File: config.mk
export PLATFORM = sky130hd
export DESIGN_NAME = psram_wb_arb_flat
export DESIGN_NICKNAME = d
export VERILOG_FILES = /design/src/rtl/psram_wb_arb_if.sv /design/src/rtl/psram_wb_arb.sv /design/src/flat_wrapper.sv
export SDC_FILE = /design/constraint.sdc
export NUM_CORES = 1
export LEC_CHECK = 0
export CAP_MARGIN = 0
export CORE_MARGIN = 3
export CORE_UTILIZATION = 23
export DETAILED_ROUTE_END_ITERATION = 10
export PLACE_DENSITY = 0.81
export SYNTH_ARGS = -nofsm -noshare
export SYNTH_HDL_FRONTEND = slang
export SYNTH_SLANG_ARGS = --single-unit
File: constraint.sdc
create_clock -name clk_i -period 1.6 [get_ports clk_i]
set_input_delay 0.24 -clock clk_i [delete_from_list [all_inputs] [get_ports clk_i]]
set_output_delay 0.24 -clock clk_i [all_outputs]
set_load 0.01 [all_outputs]
File: src/rtl/psram_wb_arb_if.sv
// psram_wb_arb_if: one Wishbone B4 classic bus segment (32-bit address,
// 16-bit data) as used around the PSRAM arbiter.
//   master modport : drives adr/dat_w/sel/we/cyc/stb, receives dat_r/ack/err
//   slave modport  : receives adr/dat_w/sel/we/cyc/stb, drives dat_r/ack/err
// The arbiter sits on the slave side of each CPU master bus and on the
// master side of the PSRAM bus (whose err line it never uses).
interface psram_wb_arb_if;
    logic [31:0] adr;
    logic [15:0] dat_w;
    logic [15:0] dat_r;
    logic [1:0]  sel;
    logic        we;
    logic        cyc;
    logic        stb;
    logic        ack;
    logic        err;

    modport master (
        output adr, dat_w, sel, we, cyc, stb,
        input  dat_r, ack, err
    );

    modport slave (
        input  adr, dat_w, sel, we, cyc, stb,
        output dat_r, ack, err
    );
endinterface

File: src/rtl/psram_wb_arb.sv
// psram_wb_arb: two-master Wishbone arbiter in front of the single 16-bit
// asynchronous PSRAM slave port.
//   clk_i, rst_i : system clock, synchronous active-high reset
//   m0           : master 0 bus (typically load/store), slave modport
//   m1           : master 1 bus (typically instruction fetch), slave modport
//   s            : PSRAM slave bus, master modport (s.err is not used)
// The grant is registered and held for the owner's whole cyc. A per-transfer
// watchdog answers with a one-cycle err if the slave does not ack within
// TIMEOUT strobed cycles, after which the owner is drained until it drops cyc.
// Optional feature macro PSRAM_WB_ARB_RR_EN: when defined, ties in IDLE are
// resolved round-robin against last_grant; otherwise m0 always wins ties.
module psram_wb_arb #(
    parameter int unsigned TIMEOUT = 32,  // 2..255
    parameter int unsigned CNT_W   = 8    // 2**CNT_W > TIMEOUT
) (
    input  logic             clk_i,
    input  logic             rst_i,
    psram_wb_arb_if.slave    m0,
    psram_wb_arb_if.slave    m1,
    psram_wb_arb_if.master   s
);

    typedef enum logic [2:0] {IDLE, GNT0, GNT1, DRAIN0, DRAIN1} state_e;

    localparam logic [CNT_W-1:0] WD_LIMIT = CNT_W'(TIMEOUT - 1);

    state_e           state_q, state_d;
    logic             last_grant_q, last_grant_d;
    logic [CNT_W-1:0] wd_q, wd_d;

    logic       req0, req1;
    logic       owner1, granted, connected;
    logic       tie_to_m1;
    logic       timeout;
    logic [1:0] unused_sigs;

    always_comb begin
        req0 = m0.cyc & m0.stb;
        req1 = m1.cyc & m1.stb;
        unused_sigs = {s.err, last_grant_q};
`ifdef PSRAM_WB_ARB_RR_EN
        tie_to_m1 = ~last_grant_q;
`else
        tie_to_m1 = 1'b0;
`endif
    end

    always_comb begin
        state_d      = state_q;
        last_grant_d = last_grant_q;
        wd_d         = '0;

        s.adr   = '0;
        s.dat_w = '0;
        s.sel   = '0;
        s.we    = 1'b0;
        s.cyc   = 1'b0;
        s.stb   = 1'b0;
        m0.ack  = 1'b0;
        m0.err  = 1'b0;
        m1.ack  = 1'b0;
        m1.err  = 1'b0;
        m0.dat_r = s.dat_r;
        m1.dat_r = s.dat_r;

        owner1    = (state_q == GNT1) || (state_q == DRAIN1);
        granted   = (state_q == GNT0) || (state_q == GNT1);
        connected = (state_q != IDLE);

        // Address/data/sel/we stay on the owner through DRAIN; only cyc/stb
        // are withdrawn there.
        if (connected) begin
            s.adr   = owner1 ? m1.adr   : m0.adr;
            s.dat_w = owner1 ? m1.dat_w : m0.dat_w;
            s.sel   = owner1 ? m1.sel   : m0.sel;
            s.we    = owner1 ? m1.we    : m0.we;
        end
        if (granted) begin
            s.cyc = owner1 ? m1.cyc : m0.cyc;
            s.stb = owner1 ? m1.stb : m0.stb;
        end

        // Ack in the limit cycle wins over the timeout.
        timeout = s.cyc && s.stb && !s.ack && (wd_q == WD_LIMIT);
        if (s.stb && !s.ack && !timeout) begin
            wd_d = wd_q + 1'b1;
        end

        if (granted) begin
            if (owner1) begin
                m1.ack = s.ack;
                m1.err = timeout;
            end else begin
                m0.ack = s.ack;
                m0.err = timeout;
            end
        end

        case (state_q)
            IDLE: begin
                if (req0 && req1) begin
                    state_d = tie_to_m1 ? GNT1 : GNT0;
                end else if (req0) begin
                    state_d = GNT0;
                end else if (req1) begin
                    state_d = GNT1;
                end
            end
            GNT0: begin
                if (!m0.cyc) begin
                    state_d      = IDLE;
                    last_grant_d = 1'b0;
                end else if (timeout) begin
                    state_d = DRAIN0;
                end
            end
            GNT1: begin
                if (!m1.cyc) begin
                    state_d      = IDLE;
                    last_grant_d = 1'b1;
                end else if (timeout) begin
                    state_d = DRAIN1;
                end
            end
            DRAIN0: begin
                if (!m0.cyc) begin
                    state_d      = IDLE;
                    last_grant_d = 1'b0;
                end
            end
            DRAIN1: begin
                if (!m1.cyc) begin
                    state_d      = IDLE;
                    last_grant_d = 1'b1;
                end
            end
            default: state_d = IDLE;
        endcase
    end

    always_ff @(posedge clk_i) begin
        if (rst_i) begin
            state_q      <= IDLE;
            last_grant_q <= 1'b1;
            wd_q         <= '0;
        end else begin
            state_q      <= state_d;
            last_grant_q <= last_grant_d;
            wd_q         <= wd_d;
        end
    end

endmodule

File: src/flat_wrapper.sv
// flat-port wrapper written by rule: the top's interface ports become plain ports
module psram_wb_arb_flat 
#(
    parameter int unsigned TIMEOUT = 32,           
    parameter int unsigned CNT_W   = 8                         
)
  (clk_i, rst_i, m0_adr, m0_dat_w, m0_sel, m0_we, m0_cyc, m0_stb, m0_dat_r, m0_ack, m0_err, m1_adr, m1_dat_w, m1_sel, m1_we, m1_cyc, m1_stb, m1_dat_r, m1_ack, m1_err, s_adr, s_dat_w, s_sel, s_we, s_cyc, s_stb, s_dat_r, s_ack, s_err);
  psram_wb_arb_if m0_i ();
  psram_wb_arb_if m1_i ();
  psram_wb_arb_if s_i ();
  input  logic clk_i;
  input  logic rst_i;
  input wire logic [$bits(m0_i.adr)-1:0] m0_adr;
  input wire logic [$bits(m0_i.dat_w)-1:0] m0_dat_w;
  input wire logic [$bits(m0_i.sel)-1:0] m0_sel;
  input wire logic [$bits(m0_i.we)-1:0] m0_we;
  input wire logic [$bits(m0_i.cyc)-1:0] m0_cyc;
  input wire logic [$bits(m0_i.stb)-1:0] m0_stb;
  output wire logic [$bits(m0_i.dat_r)-1:0] m0_dat_r;
  output wire logic [$bits(m0_i.ack)-1:0] m0_ack;
  output wire logic [$bits(m0_i.err)-1:0] m0_err;
  input wire logic [$bits(m1_i.adr)-1:0] m1_adr;
  input wire logic [$bits(m1_i.dat_w)-1:0] m1_dat_w;
  input wire logic [$bits(m1_i.sel)-1:0] m1_sel;
  input wire logic [$bits(m1_i.we)-1:0] m1_we;
  input wire logic [$bits(m1_i.cyc)-1:0] m1_cyc;
  input wire logic [$bits(m1_i.stb)-1:0] m1_stb;
  output wire logic [$bits(m1_i.dat_r)-1:0] m1_dat_r;
  output wire logic [$bits(m1_i.ack)-1:0] m1_ack;
  output wire logic [$bits(m1_i.err)-1:0] m1_err;
  output wire logic [$bits(s_i.adr)-1:0] s_adr;
  output wire logic [$bits(s_i.dat_w)-1:0] s_dat_w;
  output wire logic [$bits(s_i.sel)-1:0] s_sel;
  output wire logic [$bits(s_i.we)-1:0] s_we;
  output wire logic [$bits(s_i.cyc)-1:0] s_cyc;
  output wire logic [$bits(s_i.stb)-1:0] s_stb;
  input wire logic [$bits(s_i.dat_r)-1:0] s_dat_r;
  input wire logic [$bits(s_i.ack)-1:0] s_ack;
  input wire logic [$bits(s_i.err)-1:0] s_err;
  assign m0_i.adr = m0_adr;
  assign m0_i.dat_w = m0_dat_w;
  assign m0_i.sel = m0_sel;
  assign m0_i.we = m0_we;
  assign m0_i.cyc = m0_cyc;
  assign m0_i.stb = m0_stb;
  assign m0_dat_r = m0_i.dat_r;
  assign m0_ack = m0_i.ack;
  assign m0_err = m0_i.err;
  assign m1_i.adr = m1_adr;
  assign m1_i.dat_w = m1_dat_w;
  assign m1_i.sel = m1_sel;
  assign m1_i.we = m1_we;
  assign m1_i.cyc = m1_cyc;
  assign m1_i.stb = m1_stb;
  assign m1_dat_r = m1_i.dat_r;
  assign m1_ack = m1_i.ack;
  assign m1_err = m1_i.err;
  assign s_adr = s_i.adr;
  assign s_dat_w = s_i.dat_w;
  assign s_sel = s_i.sel;
  assign s_we = s_i.we;
  assign s_cyc = s_i.cyc;
  assign s_stb = s_i.stb;
  assign s_i.dat_r = s_dat_r;
  assign s_i.ack = s_ack;
  assign s_i.err = s_err;
  psram_wb_arb #(.TIMEOUT(TIMEOUT), .CNT_W(CNT_W)) u_core (.clk_i(clk_i), .rst_i(rst_i), .m0(m0_i), .m1(m1_i), .s(s_i));
endmodule
# Word level (Yosys, flattened, before mapping)
# Index checks and enable logic that the tools add are counted.
totals:
  register_bits: 11
  wordCells: 60
classes:
  n_addsub: 1
  eq_ne: 10
  n_mux: 30
  bitwise: 3
  n_reduce_logical: 14
op_table:
  columns: ["cell", "count"]
  rows:
  - ["2-to-1 mux 32 bit", 2]
  - ["2-to-1 mux 16 bit", 2]
  - ["2-to-1 mux 3 bit", 9]
  - ["case mux 3 bit (5 select lines)", 1]
  - ["2-to-1 mux 1 bit", 14]
  - ["adder 8 x 1 -> 8 bit, second input constant", 1]
  - ["equality test 8 x 5 -> 1 bit, second input constant", 1]
  - ["equality test 3 x 2 -> 1 bit, second input constant", 2]
  - ["logical AND 1 bit", 6]
  - ["inequality test 3 x 2 -> 1 bit, second input constant", 2]
  - ["AND reduction 5 bit", 1]
  - ["2-to-1 mux 2 bit", 2]
  - ["inequality test 2 bit, second input constant", 2]
  - ["inequality test 4 x 1 -> 1 bit, second input constant", 1]
  - ["equality test 3 x 1 -> 1 bit, second input constant", 1]
  - ["equality test 3 bit, second input constant", 1]
  - ["zero test 3 bit", 1]
  - ["nonzero test 3 bit", 1]
  - ["bitwise AND 1 bit", 2]
  - ["zero test 1 bit", 2]
  - ["logical OR 1 bit", 2]
  - ["OR reduction 2 bit", 1]
  - ["inverter 1 bit", 1]

# Depth between registers and ports, before layout
# Gate-level depths: netlist (run 1).
logic_depth:
  ltp_word: 11
  mapped_depth: 7
  ltp_nobuf: 6

# Worst setup path before layout (run 1)
# OpenSTA, ideal clock, no wires.
synth_timing:
  path_type: "flip-flop to output port"
  from: "register u_core.state_q[2]"
  to: "output port s_adr[0]"
  arrival_time_ps: 1475
  slack_ps: -115
  stages_incl_launch_ff: 8
  n_path_buf: 3
  path_cell_list: "dfxtp_1 > buf_4 > xor2_1 > nor2b_1 > clkbuf_1 > clkbuf_1 > nand2_1 > a21oi_1"
synth_via:
  elab_chain_cells: 4
  elab_cells_between_ends: 6
  classes_between: "eq/ne (2); mux (2); reduce/logical (2)"
synth_rtl:
  columns: ["item", "line", "text"]
  rows:
  - ["from (decl)", "psram_wb_arb.sv:27", "state_e state_q, state_d;"]
  - ["from (signal assigned)", "psram_wb_arb.sv:147", "state_q <= state_d;"]
  - ["equality test 3 x 2 -> 1 bit / equality test 3 bit (equally long branches)", "psram_wb_arb.sv:66", "owner1 = (state_q == GNT1) || (state_q == DRAIN1);"]
  - ["logical OR 1 bit", "psram_wb_arb.sv:66", null]
  - ["2-to-1 mux 32 bit", "psram_wb_arb.sv:73", "s.adr = owner1 ? m1.adr : m0.adr;"]
  - ["2-to-1 mux 32 bit (*)", "psram_wb_arb.sv:72", "if (connected) begin"]
  - ["to (decl)", "flat_wrapper.sv:31", "output wire logic [$bits(s_i.adr)-1:0] s_adr;"]
# Every way passes the cells marked *; elsewhere a longest branch is shown, timed or not.

# Worst setup path after layout (run 1)
layout_timing:
  from: "register u_core.state_q[1]"
  to: "output port s_adr[6]"
# The elaborated chain is that of the path after synthesis.

==> results of run 1 <==
-- state kept, by name (all words and copies together), names as in the netlist --
register        flops
u_core.wd_q         8
u_core.state_q      3
-- tightest hold or removal path: cells and delay by family --
| kind | cells | cell delay [ns] |
|---|---|---|
| AOI/OAI and AO/OA | 2 | 0.20 |
| buffers and inverters | 1 | 0.16 |
-- layer usage --
layer	track usage	wire length (um)	vias to the layer above
met5	0	0	-
met4	0.04396	190	0
met3	0.04935	705	20
met2	0.3950	5075	117
met1	0.2467	3592	1212
li1	-	-	1261
-- layout make-up --
cell class,count,area share
Multi-Input combinational cell,210,0.3601
Clock buffer,3,0.009669
Inverter,2,0.001758
Clock inverter,1,0.001172
Timing Repair Buffer,241,0.5500
Tap cell,77,0.02256
Sequential cell,11,0.05479
-- power groups by stage --
stage	combinational, uW	clock, uW	sequential [uW]
3_3_place_gp	3290	0	315
5_1_grt	4710	304	327
6_report	4470	283	325
2_1_floorplan	1450	0	306
4_1_cts	4150	291	323
3_5_place_dp	3330	0	314
-- repair_timing --
| item | 4_1_cts | 5_1_grt |
|---|---|---|
| setup buffers | 22 | 10 |
| hold endpoints to repair | 0 | 0 |
| gates resized for setup | 319 | 62 |
| endpoints found under the setup margin | 68 | 66 |
| pin swaps | 38 | 33 |
| cloned | 8 | 1 |
-- layout by cell type, fill, tap and decap left out, types with 2 or more instances in the layout --
cell type        count
nand3_1              5
xnor2_1              2
buf_2               50
dfxtp_1              6
nor2_4               2
buf_12              11
nor2_2               5
a21oi_1              8
buf_4               37
buf_8                2
xor2_1               4
and4b_1              3
and4bb_2             2
a21oi_4              4
nand2b_4             2
clkdlybuf4s50_1    106
nand2_1             63
nor2_1               5
clkbuf_8             3
inv_1                2
and3_1               3
dfxtp_2              2
buf_6               25
nand2_2             27
buf_16               5
nand2_4             16
a21oi_2             44
dfxtp_4              3
-- worst min path at each step --
stage,startpoint,to,slack [ns],cells after the start
after detailed placement,s_dat_r[10],m0_dat_r[10],0.48,0
final,m0_stb,u_core.state_q[0],0.40,3
after global placement,s_dat_r[10],m0_dat_r[10],0.48,0
after CTS,m1_cyc,u_core.state_q[2],0.47,2
after floorplan,rst_i,u_core.state_q[1],0.31,1
after global routing,m0_stb,u_core.state_q[0],0.41,3
-- per-stage QoR --
stage	setup TNS [ns]	utilization	setup slack (ns)	power, uW
6_report	-16.14	0.6612	-0.3495	5074
5_1_grt	-20.14	0.6612	-0.4288	5344
3_5_place_dp	-34.66	0.5513	-0.9788	3648
4_1_cts	-15.57	0.6292	-0.3609	4766
3_3_place_gp	-31.20	0.5513	-0.8513	3608
2_1_floorplan	-0.6230	-	-0.02744	1758
-- kinds of logic after synthesis --
kind of cell    count (synthesis)
compound gates                 61
xor+xnor                        7
fa+ha+maj                       1
buf+inv                        55
flops                          11
simple gates                  141
==> impl_metrics.tcl, run 1 <==
set metrics [dict create \
    status "complete, but fails checks" \
    failed_checks "setup timing" \
    drtPass1Iterations 4 \
    initial_core_util 0.2423 \
    path_clk_slew_ns 0.05 \
    synth_warnings 0 \
    synth_area_leader_cell "nand2_1" \
    p_int_uw 2885 \
    fin_skew_ns 0.0008348 \
    track_usage 0.2124 \
    critPathRequiredTime_ns 1.36 \
    rsz0062_at_grt "true" \
    synth_fa_ha_area_frac 0.007994 \
    syn_area_per_cell_sq_um 5.671 \
    final_area_sq_um 4270 \
    r2r_end "u_core.wd_q[0]" \
    synth.cell_area_sq_um 1565 \
    crit_end "s_adr[6]" \
    core_sq_um 6459 \
    hold_viol 0 \
    yosysTopAreaCellShare 0.2542 \
    fmaxAchievable_mhz 513.0 \
    routed_wl_um 9564 \
    critical_path_class "reg2out" \
    cp_slowest_stage_delay_ns 0.36 \
    cp-startpoint "u_core.state_q[1]" \
    fin_cells 545 \
    hpwl_um 6288 \
    synthFlopType "dfxtp_1" \
    numCtsBuffers 3 \
    power_frac_comb 0.880 \
    cp-start-kind "flop" \
    seqPwrFrac 0.064 \
    yosys.cell_types.count 28 \
    clock-sinks 11 \
    r2r_setup_slack_ns -0.17 \
    ys_top_cells_by_area "nand2_1 (25%), a21oi_1 (18%), buf_4 (16%)" \
    grt_pass1_wl_um 13070 \
    crit_arrival_ns 1.71 \
    synth_edf_count 0 \
    power.density_nw_per_um2 1188 \
    hold_class "in2reg" \
    vias 2610 \
    die-area_sq_um 7831 \
    portBuffers 165 \
    end_kind "output port" \
    drive_gt1_frac 0.5470 \
    clk_path_buf_depth 2 \
    seq_area_frac_synth 0.1407 \
    placed_cells 508 \
    seqCellArea_sq_um 234.0 \
    synth_cells 276 \
    worst-path-stages 8 \
    detail_route.wl_per_cell_um 17.55 \
    ir_drop_v 0.0006726 \
    worstMarginPinSlew_ns 0.2687 \
    grt-ovfl-total 0 \
    finalCritPeriodShare 1.218 \
    setup_viol 63 \
    crit_chain "xor2_2 > nor2b_4 > buf_6 > buf_16 > buf_8 > nand2_2 > a21oi_2 > buf_2" \
    root_buffer "clkbuf_8" \
    switching_share 0.4315 \
    synth_top_family_by_area "simple AND/OR/NAND/NOR gates" \
    leakage_uw 0.001935 \
    synth_compound_area_frac 0.2046 \
    drc 0 \
    cts_tree "yes" \
    avgViaCountPerCell 4.789 \
    holdWs_ns 0.3997 \
    drtIter0Drc 57 \
    drtAntennaViolNets 0 \
    period_needed_ns 1.950 \
    antenna_found_initial 0 \
    io_pins 215 \
    die_w_um 88.50 \
    muxShareOfSynthArea 0 \
    maxSlewHeadroom 0.8201 \
    postCtsHoldBufs 0 \
    reg2reg_from "u_core.state_q[2]" \
    ys_ff_latch 11 \
    cp_slowest_cell "dfxtp_4" \
    maxSlewViolCount 0 \
    grt_max_degree 15 \
    synth-xor-area-share 0.03917 \
    async_reset_ff_frac 0 \
    clk_latency_ns 0.24 \
    cp_max_fo 5 \
    rr_worst_depth 6 \
    synthTopCellsByCount "nand2_1 (106), a21oi_1 (56), buf_4 (33)" \
    path_buf_inv 4 \
    rows 29 \
    cp_top_family "buffers and inverters" \
    setup_ws_ns -0.3495 \
    diodes 0 \
    place_area_sq_um 3561 \
    synthMostInstantiatedCell "nand2_1" \
    clockPowerShare 0.056 \
    grt_pass1_vias 2584 \
    syn_to_final_growth_pct 172.8 \
    multi_input_comb_area_sq_um 1538 \
    nets 596 \
    drv_cap 0 \
    fill_cells 532 \
    gp_congestion 0.8281 \
    htree_num_levels 1 \
    yosys.area_share.simple 0.3901 \
    die_h_um 88.50 \
    p_sw_uw 2190 \
    synth_nets 403 \
]
Power figures use the tool's default switching activity.
==> inputs of run 2 (changes only) <==
--- a/config.mk
+++ b/config.mk
@@ -6,7 +6,7 @@
 export NUM_CORES = 1
 export LEC_CHECK = 0
 export CAP_MARGIN = 0
-export CORE_MARGIN = 3
+export CORE_MARGIN = 8
 export CORE_UTILIZATION = 23
 export DETAILED_ROUTE_END_ITERATION = 10
 export PLACE_DENSITY = 0.81
==> impl_metrics.tcl, run 2 (synthesized netlist as in run 1, its figures left out) <==
set metrics [dict create \
    clock-sinks 11 \
    avgViaCountPerCell 4.783 \
    fin_cells 525 \
    r2r_setup_slack_ns -0.12 \
    rows 30 \
    drtPass1Iterations 4 \
    power.density_nw_per_um2 1147 \
    maxSlewViolCount 0 \
    rr_worst_depth 6 \
    cts_tree "yes" \
    layout_commonest_cell "clkdlybuf4s50_1" \
    initial_core_util 0.2343 \
    top_register "u_core.wd_q" \
    crit_end "m1_err" \
    rsz0062_at_grt "true" \
    critPathRequiredTime_ns 1.36 \
    detail_route.wl_per_cell_um 18.48 \
    largestRegisters "u_core.wd_q x8, u_core.state_q x3" \
    cp-startpoint "u_core.state_q[1]" \
    diodes 0 \
    setup_tns_ns -13.46 \
    numCtsBuffers 3 \
    hold_viol 0 \
    crit_chain "buf_6 > nor4bb_4 > a31o_1 > and3_4 > nand2_2 > nor3_2 > buf_2" \
    drive_gt1_frac 0.4742 \
    hold_class "in2out" \
    track_usage 0.1828 \
    cp_slowest_stage_delay_ns 0.36 \
    drv_cap 0 \
    cp-start-kind "flop" \
    period_needed_ns 1.904 \
    final_area_sq_um 3906 \
    drc 0 \
    die_h_um 98.50 \
    drtAntennaViolNets 0 \
    die-area_sq_um 9701 \
    grt_max_degree 23 \
    reg2reg_from "u_core.state_q[1]" \
    utilization 0.5846 \
    cp_slowest_cell "dfxtp_2" \
    worstMarginPinSlew_ns 0.3448 \
    grt-ovfl-total 0 \
    nets 573 \
    status "complete, but fails checks" \
    largest_reg_flops 8 \
    core_sq_um 6681 \
    mostFrequentLayoutCells "clkdlybuf4s50_1 (108), nand2_1 (80), buf_2 (54), a21oi_2 (43), buf_4 (26)" \
    htree_num_levels 1 \
    grt_pass1_wl_um 14290 \
    r2r_end "u_core.wd_q[3]" \
    setup_viol 66 \
    grt_pass1_vias 2523 \
    fin_skew_ns 0.001824 \
    place_area_sq_um 3377 \
    fill_cells 601 \
    hpwl_um 6446 \
    placed_cells 496 \
    maxSlewHeadroom 0.7691 \
    die_w_um 98.50 \
    postCtsHoldBufs 0 \
    leakage_uw 0.001739 \
    io_pins 215 \
    routed_wl_um 9704 \
    seqCellArea_sq_um 229.0 \
    fmaxAchievable_mhz 525.3 \
    vias 2511 \
    cp_max_fo 2 \
    antenna_found_initial 0 \
    setup_ws_ns -0.3038 \
    clk_path_buf_depth 2 \
    finalCritPeriodShare 1.190 \
    finalPower_uw 4482 \
    ir_drop_v 0.0007719 \
    portBuffers 165 \
    path_clk_slew_ns 0.05 \
    crit_arrival_ns 1.66 \
    end_kind "output port" \
    drtIter0Drc 72 \
    critical_path_class "reg2out" \
    multi_input_comb_area_sq_um 1410 \
    root_buffer "clkbuf_8" \
    clk_latency_ns 0.24 \
    failed_checks "setup timing" \
    gp_congestion 0.8190 \
    syn_to_final_growth_pct 149.6 \
]
run 2: changes by cell type in the layout (fill, tap and decap cells not counted), sizes merged:
cell,delta
buf,-21
bufbuf,-1
clkbuf,+1
clkdlybuf4s15,-1
clkdlybuf4s50,+2
clkinv,-1
dlygate4sd2,-1
dlymetal6s2s,-1
run 2: repair_timing:
| item | 4_1_cts | 5_1_grt |
|---|---|---|
| resized for setup | 295 | 32 |
| pin swaps | 20 | 15 |
| hold endpoints to repair | 0 | 0 |
| setup buffers | 14 | 3 |
| endpoints found under the setup margin | 68 | 68 |
| gates cloned | 9 | 1 |
run 2: worst min path at each step:
| stage | start | end | cells after the start |
|---|---|---|---|
| 2_1_floorplan | rst_i | u_core.state_q[1] | 1 |
| 3_3_place_gp | s_dat_r[10] | m0_dat_r[10] | 0 |
| 3_5_place_dp | s_dat_r[10] | m0_dat_r[10] | 0 |
| 4_1_cts | s_dat_r[10] | m0_dat_r[10] | 0 |
| 5_1_grt | s_dat_r[5] | m0_dat_r[5] | 0 |
| 6_report | s_dat_r[5] | m0_dat_r[5] | 0 |
run 2: critical path, delay by kind of cell (launching register included):
kind | cells | cell delay (ns)
AND/OR/NAND/NOR | 4 | 0.65
flip-flops | 1 | 0.36
buffers and inverters | 2 | 0.26
AO/OA/AOI/OAI | 1 | 0.17
run 2: final cells by class:
type | instances | area share
Timing Repair Buffer | 218 | 0.5413
Multi-Input combinational cell | 210 | 0.3610
Sequential cell | 11 | 0.05862
Tap cell | 80 | 0.02562
Clock buffer | 4 | 0.01153
Inverter | 2 | 0.001922
run 2: routing by layer:
layer / vias to the layer above / routed length (um) / track usage / share of wire
li1: 1215 / - / - / -
met1: 1147 / 3768 / 0.2137 / 0.39
met2: 127 / 4957 / 0.3229 / 0.51
met3: 22 / 771 / 0.04299 / 0.079
met4: 0 / 206 / 0.05195 / 0.021
met5: - / 0 / 0 / 0
run 2: report_power, final:
part           internal, uW  switching, uW  total, uW  leakage, uW
Clock                   174           98.0        272    0.0000228
Combinational          1990           1900       3890      0.00162
Sequential              295           22.5        317    0.0000915
Total                  2460           2020       4480      0.00174
run 2: per-stage QoR:
step / worst slack [ns] / hold slack, ns
after floorplan: -0.02744 / 0.3091
after global placement: -0.8081 / 0.4801
after detailed placement: -0.8130 / 0.4801
after CTS: -0.2859 / 0.4801
after global routing: -0.4070 / 0.4800
final: -0.3038 / 0.4800
==> inputs of run 3 (changes only) <==
--- a/config.mk
+++ b/config.mk
@@ -7,9 +7,9 @@
 export LEC_CHECK = 0
 export CAP_MARGIN = 0
 export CORE_MARGIN = 8
-export CORE_UTILIZATION = 23
+export CORE_UTILIZATION = 25
 export DETAILED_ROUTE_END_ITERATION = 10
-export PLACE_DENSITY = 0.81
+export PLACE_DENSITY = 0.83
 export SYNTH_ARGS = -nofsm -noshare
 export SYNTH_HDL_FRONTEND = slang
 export SYNTH_SLANG_ARGS = --single-unit
==> constraint.sdc (replaced) <==
create_clock -name clk_i -period 1.9 [get_ports clk_i]
set_input_delay 0.285 -clock clk_i [delete_from_list [all_inputs] [get_ports clk_i]]
set_output_delay 0.285 -clock clk_i [all_outputs]
set_load 0.01 [all_outputs]
==> impl_metrics.tcl, run 3 (synthesized netlist as in run 1, its figures left out) <==
set metrics [dict create \
    clockPowerShare 0.069 \
    cpMostUsedCell "buf_12" \
    largestRegisters "u_core.wd_q x8, u_core.state_q x3" \
    grt_max_degree 32 \
    numCtsBuffers 3 \
    hold_viol 0 \
    failed_checks "setup timing" \
    period_needed_ns 1.965 \
    clk_latency_ns 0.25 \
    end_kind "output port" \
    portBuffers 165 \
    fmaxAchievable_mhz 509.0 \
    syn_to_final_growth_pct 140.3 \
    cp_top_family "buffers and inverters" \
    maxSlewViolCount 0 \
    fin_skew_ns 0.005731 \
    core_sq_um 6205 \
    cp_slowest_stage_delay_ns 0.36 \
    status "complete, but fails checks" \
    path_clk_slew_ns 0.06 \
    rsz0062_at_grt "true" \
    track_usage 0.1935 \
    root_buffer "clkbuf_8" \
    drc 0 \
    setup_tns_ns -0.4979 \
    detail_route.wl_per_cell_um 18.90 \
    grt-ovfl-total 0 \
    power_frac_comb 0.856 \
    cts_tree "yes" \
    p_int_uw 1956 \
    die_w_um 95.13 \
    finalCritPeriodShare 1.034 \
    grt_pass1_vias 2692 \
    clk_path_buf_depth 2 \
    io_pins 215 \
    place_area_sq_um 3271 \
    hold_class "reg2reg" \
    switching_share 0.4570 \
    cp-start-kind "flop" \
    drtAntennaViolNets 0 \
    rows 29 \
    worstMarginPinSlew_ns 0.3023 \
    maxSlewHeadroom 0.7976 \
    final_area_sq_um 3761 \
    antenna_found_initial 0 \
    mostFrequentLayoutCells "clkdlybuf4s50_1 (107), nand2_1 (84), buf_2 (49), a21oi_2 (32), buf_4 (32)" \
    cp_slowest_cell "dfxtp_4" \
    pre_cts_slack_ns -0.7335 \
    top_register "u_core.wd_q" \
    avgViaCountPerCell 4.849 \
    htree_num_levels 1 \
    routed_wl_um 9902 \
    setup_viol 28 \
    p_sw_uw 1647 \
    die_h_um 95.13 \
    finalPower_uw 3603 \
    vias 2541 \
    leakage_uw 0.001715 \
    crit_arrival_ns 1.68 \
    drtPass1Iterations 4 \
    initial_core_util 0.2523 \
    nets 575 \
    die-area_sq_um 9049 \
    drtIter0Drc 78 \
    largest_reg_flops 8 \
    clock-sinks 11 \
    ir_drop_v 0.0005536 \
    seqPwrFrac 0.075 \
    hpwl_um 6702 \
    critical_path_class "reg2out" \
    drive_gt1_frac 0.4139 \
    crit_chain "xor2_2 > buf_4 > nand2b_4 > buf_12 > buf_12 > nand2_4 > a21oi_2 > buf_2" \
    layout_commonest_cell "clkdlybuf4s50_1" \
    critPathRequiredTime_ns 1.62 \
    setup_ws_ns -0.06451 \
    cp_max_fo 5 \
    drv_cap 0 \
    gp_congestion 0.8617 \
    diodes 0 \
    power.density_nw_per_um2 957.9 \
    path_buf_inv 4 \
    grt_pass1_wl_um 13820 \
]
[run 3: routing by layer]
layer	up-vias	GRT usage	share of wire	wire length, um
met5	-	0	0	0
met4	0	0.03901	0.011	109
met3	11	0.06693	0.081	806
met2	120	0.3631	0.55	5397
met1	1197	0.2026	0.36	3589
li1	1213	-	-	-
[run 3: worst min-delay path, delay by kind of cell (launching register included)]
family / cells / cell delay (ns)
buffers and inverters: 1 / 0.12
flip-flops: 1 / 0.33
AND/OR/NAND/NOR: 1 / 0.04
[run 3: layout make-up]
cell class | instances | area, sq um
Tap cell | 77 | 96.34
Sequential cell | 11 | 229.0
Timing Repair Buffer | 220 | 2069
Inverter | 2 | 7.507
Clock buffer | 3 | 41.29
Fill cell | 560 | 2444
Clock inverter | 1 | 5.005
Multi-Input combinational cell | 210 | 1313
[run 3: worst paths after layout]
| kind | cells after the start | startpoint | endpoint | slack, ns |
|---|---|---|---|---|
| min reg2reg | 2 | u_core.wd_q[0] | u_core.wd_q[0] | 0.53 |
| min | 2 | u_core.wd_q[0] | u_core.wd_q[0] | 0.53 |
| max | 8 | u_core.state_q[1] | s_we | -0.06 |
| max reg2reg | 6 | u_core.state_q[2] | u_core.wd_q[3] | 0.11 |
[run 3: power by group through the flow]
stage | logic (uW) | clock network (uW) | registers [uW]
floorplan | 1060 | 0 | 257
global placement | 2350 | 0 | 261
detailed placement | 2380 | 0 | 262
CTS | 2730 | 253 | 268
global route | 3300 | 267 | 271
finish | 3090 | 247 | 270
[run 3: repair_timing]
action / in CTS / in global routing
buffers inserted: 16 / 3
hold buffers: 0 / 0
resized for setup: 261 / 66
gates cloned: 6 / 4
pin swaps: 29 / 27
setup endpoints to repair: 58 / 63
[run 3: stage by stage]
stage                       util  hold WS [ns]  cells
after floorplan                -        0.3541    276
after global placement    0.5271        0.4972    495
after detailed placement  0.5271        0.5216    495
after CTS                 0.5628        0.5289    521
after global routing      0.6062        0.5435    524
final                     0.6062        0.5266    524
